<file path="config.mk">
export PLATFORM = sky130hd
export DESIGN_NAME = pipe_stage_reg
export DESIGN_NICKNAME = d
export VERILOG_FILES = /design/src/rtl/pipe_pkg.sv /design/src/rtl/pipe_stage_reg_slot.sv /design/src/rtl/pipe_stage_reg.sv
export SDC_FILE = /design/constraint.sdc
export NUM_CORES = 1
export LEC_CHECK = 0
export CORE_MARGIN = 10
export CORE_UTILIZATION = 47
export CTS_BUF_LIST = sky130_fd_sc_hd__clkbuf_8 sky130_fd_sc_hd__clkbuf_16
export DETAILED_ROUTE_END_ITERATION = 7
export PLACE_DENSITY = 0.89
export SKIP_CTS_REPAIR_TIMING = 1
export SYNTH_ARGS = -nofsm -noshare
export SYNTH_HDL_FRONTEND = slang
export SYNTH_SLANG_ARGS = --single-unit
</file>
<file path="constraint.sdc">
create_clock -name clk -period 3.25 [get_ports clk]
set_clock_uncertainty 0.05 [all_clocks]
set_input_delay 0.8125 -clock clk [delete_from_list [all_inputs] [get_ports clk]]
set_output_delay 0.8125 -clock clk [all_outputs]
set_load 0.005 [all_outputs]
</file>
<file path="src/rtl/pipe_pkg.sv">
// Shared widths, control-bundle field positions and slot operation codes
// for the pipeline stage register and its neighbours (decoder, hazard unit).
package pipe_pkg;

    localparam int unsigned DEF_DATA_W = 24;
    localparam int unsigned DEF_CTRL_W = 12;
    localparam int unsigned DEF_CNT_W  = 16;

    // Control-bundle bit positions; a bubble carries all of these as zero.
    localparam int unsigned CTRL_RD_LSB     = 0;
    localparam int unsigned CTRL_RD_MSB     = 2;
    localparam int unsigned CTRL_REG_WRITE  = 3;
    localparam int unsigned CTRL_MEM_READ   = 4;
    localparam int unsigned CTRL_MEM_WRITE  = 5;
    localparam int unsigned CTRL_MEM_TO_REG = 6;
    localparam int unsigned CTRL_JUMP       = 7;
    localparam int unsigned CTRL_BRANCH_EQ  = 8;
    localparam int unsigned CTRL_BRANCH_NE  = 9;
    localparam int unsigned CTRL_HALT       = 10;
    localparam int unsigned CTRL_FLAGS      = 11;

    typedef enum logic [1:0] {
        SLOT_HOLD  = 2'd0,
        SLOT_LOAD  = 2'd1,
        SLOT_CLEAR = 2'd2
    } slot_op_e;

endpackage

</file>
<file path="src/rtl/pipe_stage_reg_slot.sv">
// One storage slot (valid + ctrl + data) of the stage register.
// Clear wins over load; an empty slot always holds zero ctrl and data.
module pipe_slot #(
    parameter int unsigned CTRL_W = 12,
    parameter int unsigned DATA_W = 24
) (
    input  logic              clk_i,
    input  logic              rst_i,
    input  logic              load_i,
    input  logic              clear_i,
    input  logic [CTRL_W-1:0] ctrl_i,
    input  logic [DATA_W-1:0] data_i,
    output logic              valid_o,
    output logic [CTRL_W-1:0] ctrl_o,
    output logic [DATA_W-1:0] data_o
);

    logic              valid_q;
    logic [CTRL_W-1:0] ctrl_q;
    logic [DATA_W-1:0] data_q;

    always_ff @(posedge clk_i or posedge rst_i) begin
        if (rst_i) begin
            valid_q <= 1'b0;
            ctrl_q  <= '0;
            data_q  <= '0;
        end else if (clear_i) begin
            valid_q <= 1'b0;
            ctrl_q  <= '0;
            data_q  <= '0;
        end else if (load_i) begin
            valid_q <= 1'b1;
            ctrl_q  <= ctrl_i;
            data_q  <= data_i;
        end
    end

    assign valid_o = valid_q;
    assign ctrl_o  = ctrl_q;
    assign data_o  = data_q;

endmodule

</file>
<file path="src/rtl/pipe_stage_reg.sv">
// Generic valid/ready pipeline stage register with 2-entry skid buffer and flush.
// Define PIPE_STAGE_PERF_EN to build the saturating stall/kill counters.
module pipe_stage_reg
    import pipe_pkg::*;
#(
    parameter int unsigned DATA_W = DEF_DATA_W,
    parameter int unsigned CTRL_W = DEF_CTRL_W,
    parameter int unsigned CNT_W  = DEF_CNT_W
) (
    input  logic              clk,
    input  logic              reset,
    input  logic              flush,
    input  logic              in_valid,
    output logic              in_ready,
    input  logic [CTRL_W-1:0] in_ctrl,
    input  logic [DATA_W-1:0] in_data,
    output logic              out_valid,
    input  logic              out_ready,
    output logic [CTRL_W-1:0] out_ctrl,
    output logic [DATA_W-1:0] out_data,
    output logic [CNT_W-1:0]  stall_cnt,
    output logic [CNT_W-1:0]  kill_cnt
);

    logic              main_valid, skid_valid;
    logic [CTRL_W-1:0] main_ctrl, skid_ctrl, main_ctrl_d;
    logic [DATA_W-1:0] main_data, skid_data, main_data_d;
    logic              accept, drain, main_can_load;
    slot_op_e          main_op, skid_op;

    assign in_ready      = !skid_valid;
    assign accept        = in_valid && in_ready;
    assign drain         = main_valid && out_ready;
    assign main_can_load = !main_valid || drain;

    // Skid only fills while main is stuck, and in_ready is low whenever skid
    // is full, so "main loads from skid while accepting" cannot occur.
    always_comb begin
        main_op     = SLOT_HOLD;
        skid_op     = SLOT_HOLD;
        main_ctrl_d = in_ctrl;
        main_data_d = in_data;
        if (flush) begin
            main_op = SLOT_CLEAR;
            skid_op = SLOT_CLEAR;
        end else if (main_can_load) begin
            if (skid_valid) begin
                main_op     = SLOT_LOAD;
                main_ctrl_d = skid_ctrl;
                main_data_d = skid_data;
                skid_op     = SLOT_CLEAR;
            end else if (accept) begin
                main_op = SLOT_LOAD;
            end else begin
                main_op = SLOT_CLEAR;
            end
        end else if (accept) begin
            skid_op = SLOT_LOAD;
        end
    end

    pipe_slot #(
        .CTRL_W(CTRL_W),
        .DATA_W(DATA_W)
    ) u_main (
        .clk_i  (clk),
        .rst_i  (reset),
        .load_i (main_op == SLOT_LOAD),
        .clear_i(main_op == SLOT_CLEAR),
        .ctrl_i (main_ctrl_d),
        .data_i (main_data_d),
        .valid_o(main_valid),
        .ctrl_o (main_ctrl),
        .data_o (main_data)
    );

    pipe_slot #(
        .CTRL_W(CTRL_W),
        .DATA_W(DATA_W)
    ) u_skid (
        .clk_i  (clk),
        .rst_i  (reset),
        .load_i (skid_op == SLOT_LOAD),
        .clear_i(skid_op == SLOT_CLEAR),
        .ctrl_i (in_ctrl),
        .data_i (in_data),
        .valid_o(skid_valid),
        .ctrl_o (skid_ctrl),
        .data_o (skid_data)
    );

    assign out_valid = main_valid;
    assign out_ctrl  = main_valid ? main_ctrl : '0;
    assign out_data  = main_data;

`ifdef PIPE_STAGE_PERF_EN
    logic [CNT_W-1:0] stall_cnt_q, stall_cnt_d;
    logic [CNT_W-1:0] kill_cnt_q, kill_cnt_d;

    always_comb begin
        stall_cnt_d = stall_cnt_q;
        kill_cnt_d  = kill_cnt_q;
        if (main_valid && !out_ready && (stall_cnt_q != '1))
            stall_cnt_d = stall_cnt_q + 1'b1;
        if (flush && (main_valid || skid_valid) && (kill_cnt_q != '1))
            kill_cnt_d = kill_cnt_q + 1'b1;
    end

    always_ff @(posedge clk or posedge reset) begin
        if (reset) begin
            stall_cnt_q <= '0;
            kill_cnt_q  <= '0;
        end else begin
            stall_cnt_q <= stall_cnt_d;
            kill_cnt_q  <= kill_cnt_d;
        end
    end

    assign stall_cnt = stall_cnt_q;
    assign kill_cnt  = kill_cnt_q;
`else
    assign stall_cnt = '0;
    assign kill_cnt  = '0;
`endif

endmodule
</file>
==> metrics.md, run 1 <==
| Metric | Value |
|---|---|
| Mapped Avg Cell Area | `10.4 um2` |
| # H-tree levels | `3` |
| Sequential cell area | `1850 um2` |
| Fmax | `0.365 GHz` |
| Initial antenna violation count | `0` |
| DRC Markers | `0` |
| PwrDens | `862 nW/um2` |
| Via count of the routed design | `2915` |
| Routed len/inst | `18.3 um` |
| Setup repair after global routing missed its margin | `no` |
| Reg2reg setup slack | `0.85 ns` |
| Outcome | `finished, final reports clean` |
| Number of vias per cell | `5.48` |
| Net count, final | `469` |
| Share of the synthesized area in the top cell type | `50.3%` |
| Die span in y | `108 um` |
| GP Congestion | `0.788` |
| Post-synthesis sequential area ratio | `50.3%` |
| Inserted Diodes | `0` |
| First-pass GRT wire length | `16000 um` |
| Yosys warning count | `0` |
| Iteration-0 DRC Markers | `179` |
| Area leader, netlist | `dfrtp_1` |
| Inserted Clock Buffers | `9` |
| Fill cells | `652` |
| Final Hold Slack | `0.449 ns` |
| CTS tree | `done` |
| Detail Route Antenna Nets | `0` |
| Worst-case clock buffer depth | `2` |
| Clock transition at path regs | `0.08 ns` |
| Layout cell share with drive strength beyond 1 | `10.0%` |
| Overflow after GRT | `0` |
| Worst rel slew slack | `58.4%` |
| DR pass1 iterations | `4` |
| Design area | `4710 um2` |
| Worst skew pair latency | `0.34 ns` |
| Vias in the first global route | `3181` |
| Slew at the pin with the worst max-slew slack | `0.622 ns` |
| Ys flop type | `dfrtp_1` |
| Cell Area, Placed | `4460 um2` |
| CTS root buf | `clkbuf_8` |
| Fin Setup TNS | `0 ns` |
| Most frequent cell after synthesis | `dfrtp_1` |
| # IOs | `111` |
| Worst setup EP type | `flip-flop` |
| PortBufs | `78` |
| Pin count of the biggest net entering global routing | `39` |
| Post-synth EDFFs | `0` |
| Final hold violation count | `0` |
| DP HPWL | `6850 um` |
| Die area | `11800 um2` |
| Worst EP required | `3.45 ns` |
| Crit path kind | `input port to flip-flop` |
| Peak VDD IR | `0.000418 V` |
| Chip Width | `108 um` |
| Crit path max fanout | `23` |
| Fin crit period | `2.74 ns` |
| #FFs+latches synth | `74` |
| # rows | `32` |
| Max Transition Viols Final | `0` |
| Most frequent cells after synthesis | `74 x dfrtp_1, 63 x nand2_1, 36 x o211ai_1, 35 x a22o_1, 33 x buf_4` |
| Async S/R FF share, synth | `100%` |
| Crit start category | `input port` |
| Worst Hold Class | `flip-flop to flip-flop` |
| Initial Util | `47.9%` |
| GRT Util Overall | `16.8%` |
| Crit path DAT | `2.94 ns` |
| Yosys cell types | `25` |
| Clk sinks | `74` |
| Max_cap viols | `0` |
| Gate Count Post-Synth | `354` |
| Final WL | `9730 um` |
| Placeable Area | `7690 um2` |
| Fin crit share | `84.3%` |
| Top post-synthesis cells by area | `dfrtp_1 50%, a22o_1 8.3%, o211ai_1 7.3%` |
| Synthesized area | `3680 um2` |
| Pleak | `0.00201 uW` |
| Setup violators final | `0` |
| Area grow syn2layout | `28.1%` |
| Multi-input gate area | `1560 um2` |
[metal layers]
metal	track usage, %	wire (um)	part of all wire, %	vias to the layer above
met5	0	0	0	-
met4	7.25	205	2.1	0
met3	4.52	710	7.3	17
met2	27.9	4870	50	125
met1	20.0	3950	41	1416
li1	-	-	-	1357
[critical path: stages]
cell and delay (ns):
clkdlybuf4s50_1 0.49, and2b_1 0.19, or3_1 0.35, ha_1 0.37, nor2_4 0.17, buf_4 0.27
nand2_1 0.10, o211ai_1 0.19
[registers in the layout (all words and copies together) (netlist names)]
signal / cells
u_main.data_o: 24
u_skid.data_o: 24
u_main.ctrl_o: 12
u_skid.ctrl_o: 12
u_main.valid_o: 1
u_skid.valid_o: 1
[metrics by stage]
stage | setup slack, ns | util (%) | instances | total power, uW
finish | 0.510 | 61.3 | 532 | 4060
global route | 0.441 | 61.3 | 532 | 4310
CTS | 0.536 | 61.3 | 532 | 4090
detailed placement | 0.185 | 58.0 | 516 | 3200
global placement | 0.292 | 58.0 | 516 | 3130
floorplan | 0.506 | - | 385 | 2410
[kinds of logic (layout without fill, tap and decap cells)]
logic type	Yosys count	in the layout	share of synthesized area, %
and+or+nand+nor	123	123	16.5
other	1	32	0.102
DFF	74	74	50.3
adders and majority gates	3	3	1.02
AOI/OAI and AO/OA	85	85	20.9
muxes	2	2	0.544
buffers and inverters	66	111	10.6
[area by class of cell]
type | count | area share [%]
clock inverter | 5 | 2.15
sequential | 74 | 39.3
inverter | 3 | 0.239
clock buffer | 11 | 3.21
multi-input combinational | 245 | 33.1
timing repair buffer | 92 | 19.3
tap | 102 | 2.71
[report_power, final]
part / switching, uW / leakage (uW) / total (uW) / internal, uW
Sequential: 239 / 0.000968 / 1530 / 1290
Clock: 335 / 0.000127 / 884 / 550
Combinational: 805 / 0.000917 / 1650 / 846
Total: 1380 / 0.00201 / 4060 / 2690
[layout by cell type, fill, tap and decap left out, drive strengths merged, types with 12 or more instances in the layout]
cell / n
clkdlybuf4s50: 78
dfrtp: 74
nand2: 63
o211ai: 36
a22o: 35
conb: 32
nand4: 25
nand2b: 14
buf: 14
and2: 12
[final timing paths]
| check | endpoint | cells past startpoint | startpoint |
|---|---|---|---|
| setup reg to reg | u_main.data_o[22] | 7 | u_main.valid_o |
| hold reg to reg | u_skid.data_o[15] | 2 | u_skid.data_o[15] |
| setup / recovery | u_main.data_o[22] | 8 | out_ready |
| hold / removal | u_skid.data_o[15] | 2 | u_skid.data_o[15] |
| min in group asynchronous | u_skid.ctrl_o[4] | 2 | reset |
| max in group asynchronous | u_skid.data_o[8] | 3 | reset |
(Power assumes the default switching activity.)
==> run 2: changes to the inputs <==
CORE_UTILIZATION = 43   (was 47)
PLACE_DENSITY = 0.86   (was 0.89)
clock period = 2.5 ns   (was 3.25 ns; I/O delays follow)
==> run 2 against run 1 <==
  * Hold slack improved by 0.00063 ns
  * Count of clock-buffer cells in the layout is 1 lower
  * Design area grew 1.9%
  * Register-to-register slack worse by 0.36 ns
  * Combinational power grew 41%
  * Die area rose by 7.5%
  * Worst setup slack got worse by 0.40 ns
  * Largest power group unchanged
==> metrics.md, run 2 (synthesis results as in run 1) <==
| Metric | Value |
|---|---|
| Outcome | `finished, final reports clean` |
| Vias in the first global route | `3225 (+1.4%)` |
| Clock transition at path regs | `0.07 ns (about the same)` |
| Worst Hold Class | `flip-flop to flip-flop` |
| Initial Util | `44.5% (-3.3 points)` |
| Placeable Area | `8260 um2 (+7.4%)` |
| Final hold violation count | `0 (unchanged)` |
| Most frequent cells in the layout | `78 x clkdlybuf4s50_1, 74 x dfrtp_1, 63 x nand2_1` |
| DRC Markers | `0 (unchanged)` |
| Worst EP required | `2.70 ns (-0.75 ns)` |
| PortBufs | `78 (unchanged)` |
| Inserted Diodes | `0 (unchanged)` |
| First-pass GRT wire length | `16500 um (+3.2%)` |
| Worst setup EP type | `flip-flop` |
| Pin count of the biggest net entering global routing | `45 (+15%)` |
| Design area | `4800 um2 (+1.9%)` |
| GP Congestion | `0.739 (-6.2%)` |
| Fin crit share | `95.7%` |
| Reg2reg setup slack | `0.49 ns (-0.36 ns)` |
| Crit path kind | `input port to flip-flop` |
| DP HPWL | `7050 um (+2.9%)` |
| Final WL | `9970 um (+2.5%)` |
| Area grow syn2layout | `30.5%` |
| Fin util | `58.1% (-3.2 points)` |
| Setup repair after global routing missed its margin | `no` |
| Commonest non-fill, non-tap cell in the layout | `clkdlybuf4s50_1` |
| DR pass1 iterations | `4 (unchanged)` |
| Clk sinks | `74 (unchanged)` |
| Initial antenna violation count | `0 (unchanged)` |
| Pleak | `0.00205 uW (+1.9%)` |
| Max_cap viols | `0 (unchanged)` |
| Cell Area, Placed | `4610 um2 (+3.3%)` |
| GRT Util Overall | `15.7% (-1.0 points)` |
| # IOs | `111 (unchanged)` |
| # rows | `33 (+3.1%)` |
| Max Transition Viols Final | `0 (unchanged)` |
| Net count, final | `478 (+1.9%)` |
| Iteration-0 DRC Markers | `174 (-2.8%)` |
| Die span in y | `112 um (+3.7%)` |
| Peak VDD IR | `0.000409 V (-2.0%)` |
| Inserted Clock Buffers | `9 (unchanged)` |
| Crit path DAT | `2.59 ns (-0.35 ns)` |
| CTS tree | `done` |
| Overflow after GRT | `0 (unchanged)` |
| Detail Route Antenna Nets | `0 (unchanged)` |
| Routed len/inst | `18.3 um (+0.23%)` |
| Worst-case clock buffer depth | `2 (unchanged)` |
| Crit start category | `input port` |
| Worst rel slew slack | `65.5% (+7.0 points)` |
| Fmax | `0.418 GHz` |
| PwrDens | `1080 nW/um2 (+26%)` |
| CTS root buf | `clkbuf_8` |
| # H-tree levels | `3 (unchanged)` |
| Fin crit period | `2.39 ns` |
| Worst skew pair latency | `0.34 ns (about the same)` |
| Chip Width | `112 um (+3.7%)` |
| Crit path max fanout | `30 (+30%)` |
| Via count of the routed design | `2945 (+1.0%)` |
| Setup violators final | `0 (unchanged)` |
| Layout cell share with drive strength beyond 1 | `12.1% (+2.1 points)` |
| Number of vias per cell | `5.41 (-1.2%)` |
| Slew at the pin with the worst max-slew slack | `0.518 ns (-0.104 ns)` |
| Die area | `12700 um2 (+7.5%)` |
-- run 2: changes by cell type in the layout (fill, tap and decap cells not counted), moves of 2 or more --
cell / previous run / this run
clkinv_2: 0 / 3
buf_12: 2 / 7
bufinv_16: 3 / 1
buf_4: 12 / 16
-- run 2: report_power, final --
part / switching (uW) / total [uW] / internal [uW]
clock network: 434 / 915 / 482
logic: 1110 / 2320 / 1210
registers: 286 / 1960 / 1680
total: 1830 / 5200 / 3370
-- run 2: cell type report --
cell class              instances  area, um2
multi-input cells             245       1570
clock buffers                  10        138
inverters                       3       15.0
well taps                     105        131
repair buffers                101       1040
clock inverters                 6       57.6
fillers                       718       3460
flip-flops and latches         74       1850
-- run 2: layer usage --
| layer | vias to the layer above | track usage (%) | wire, um |
|---|---|---|---|
| met5 | - | 0 | 0 |
| met4 | 0 | 7.28 | 223 |
| met3 | 17 | 3.67 | 620 |
| met2 | 107 | 26.8 | 5070 |
| met1 | 1452 | 18.2 | 4050 |
| li1 | 1369 | - | - |
-- run 2: worst max-delay path, stage by stage --
cell             delay [ns]
clkdlybuf4s50_1        0.46
and2b_1                0.19
or3_1                  0.36
ha_2                   0.32
nor2_4                 0.17
buf_12                 0.20
nand2_1                0.08
o211ai_1               0.18
-- run 2: through the flow --
stage	hold slack, ns	setup WS [ns]	cells	setup TNS [ns]	power, uW
CTS	0.449	0.0817	544	0	5240
global placement	0.428	-0.172	528	-8.35	4210
detailed placement	0.433	-0.271	528	-12.07	4330
floorplan	0.403	0.0496	385	0	3130
finish	0.450	0.107	544	0	5200
global route	0.474	0.00823	544	0	5550
-- run 2: worst paths after layout --
| path | startpoint | endpoint | cells after the start |
|---|---|---|---|
| setup reg to reg | u_main.valid_o | u_main.data_o[11] | 7 |
| hold reg to reg | u_skid.data_o[15] | u_skid.data_o[15] | 2 |
| min in group asynchronous | reset | u_main.data_o[2] | 3 |
| hold / removal | u_skid.data_o[15] | u_skid.data_o[15] | 2 |
| setup / recovery | out_ready | u_main.data_o[11] | 8 |
| max in group asynchronous | reset | u_skid.valid_o | 3 |
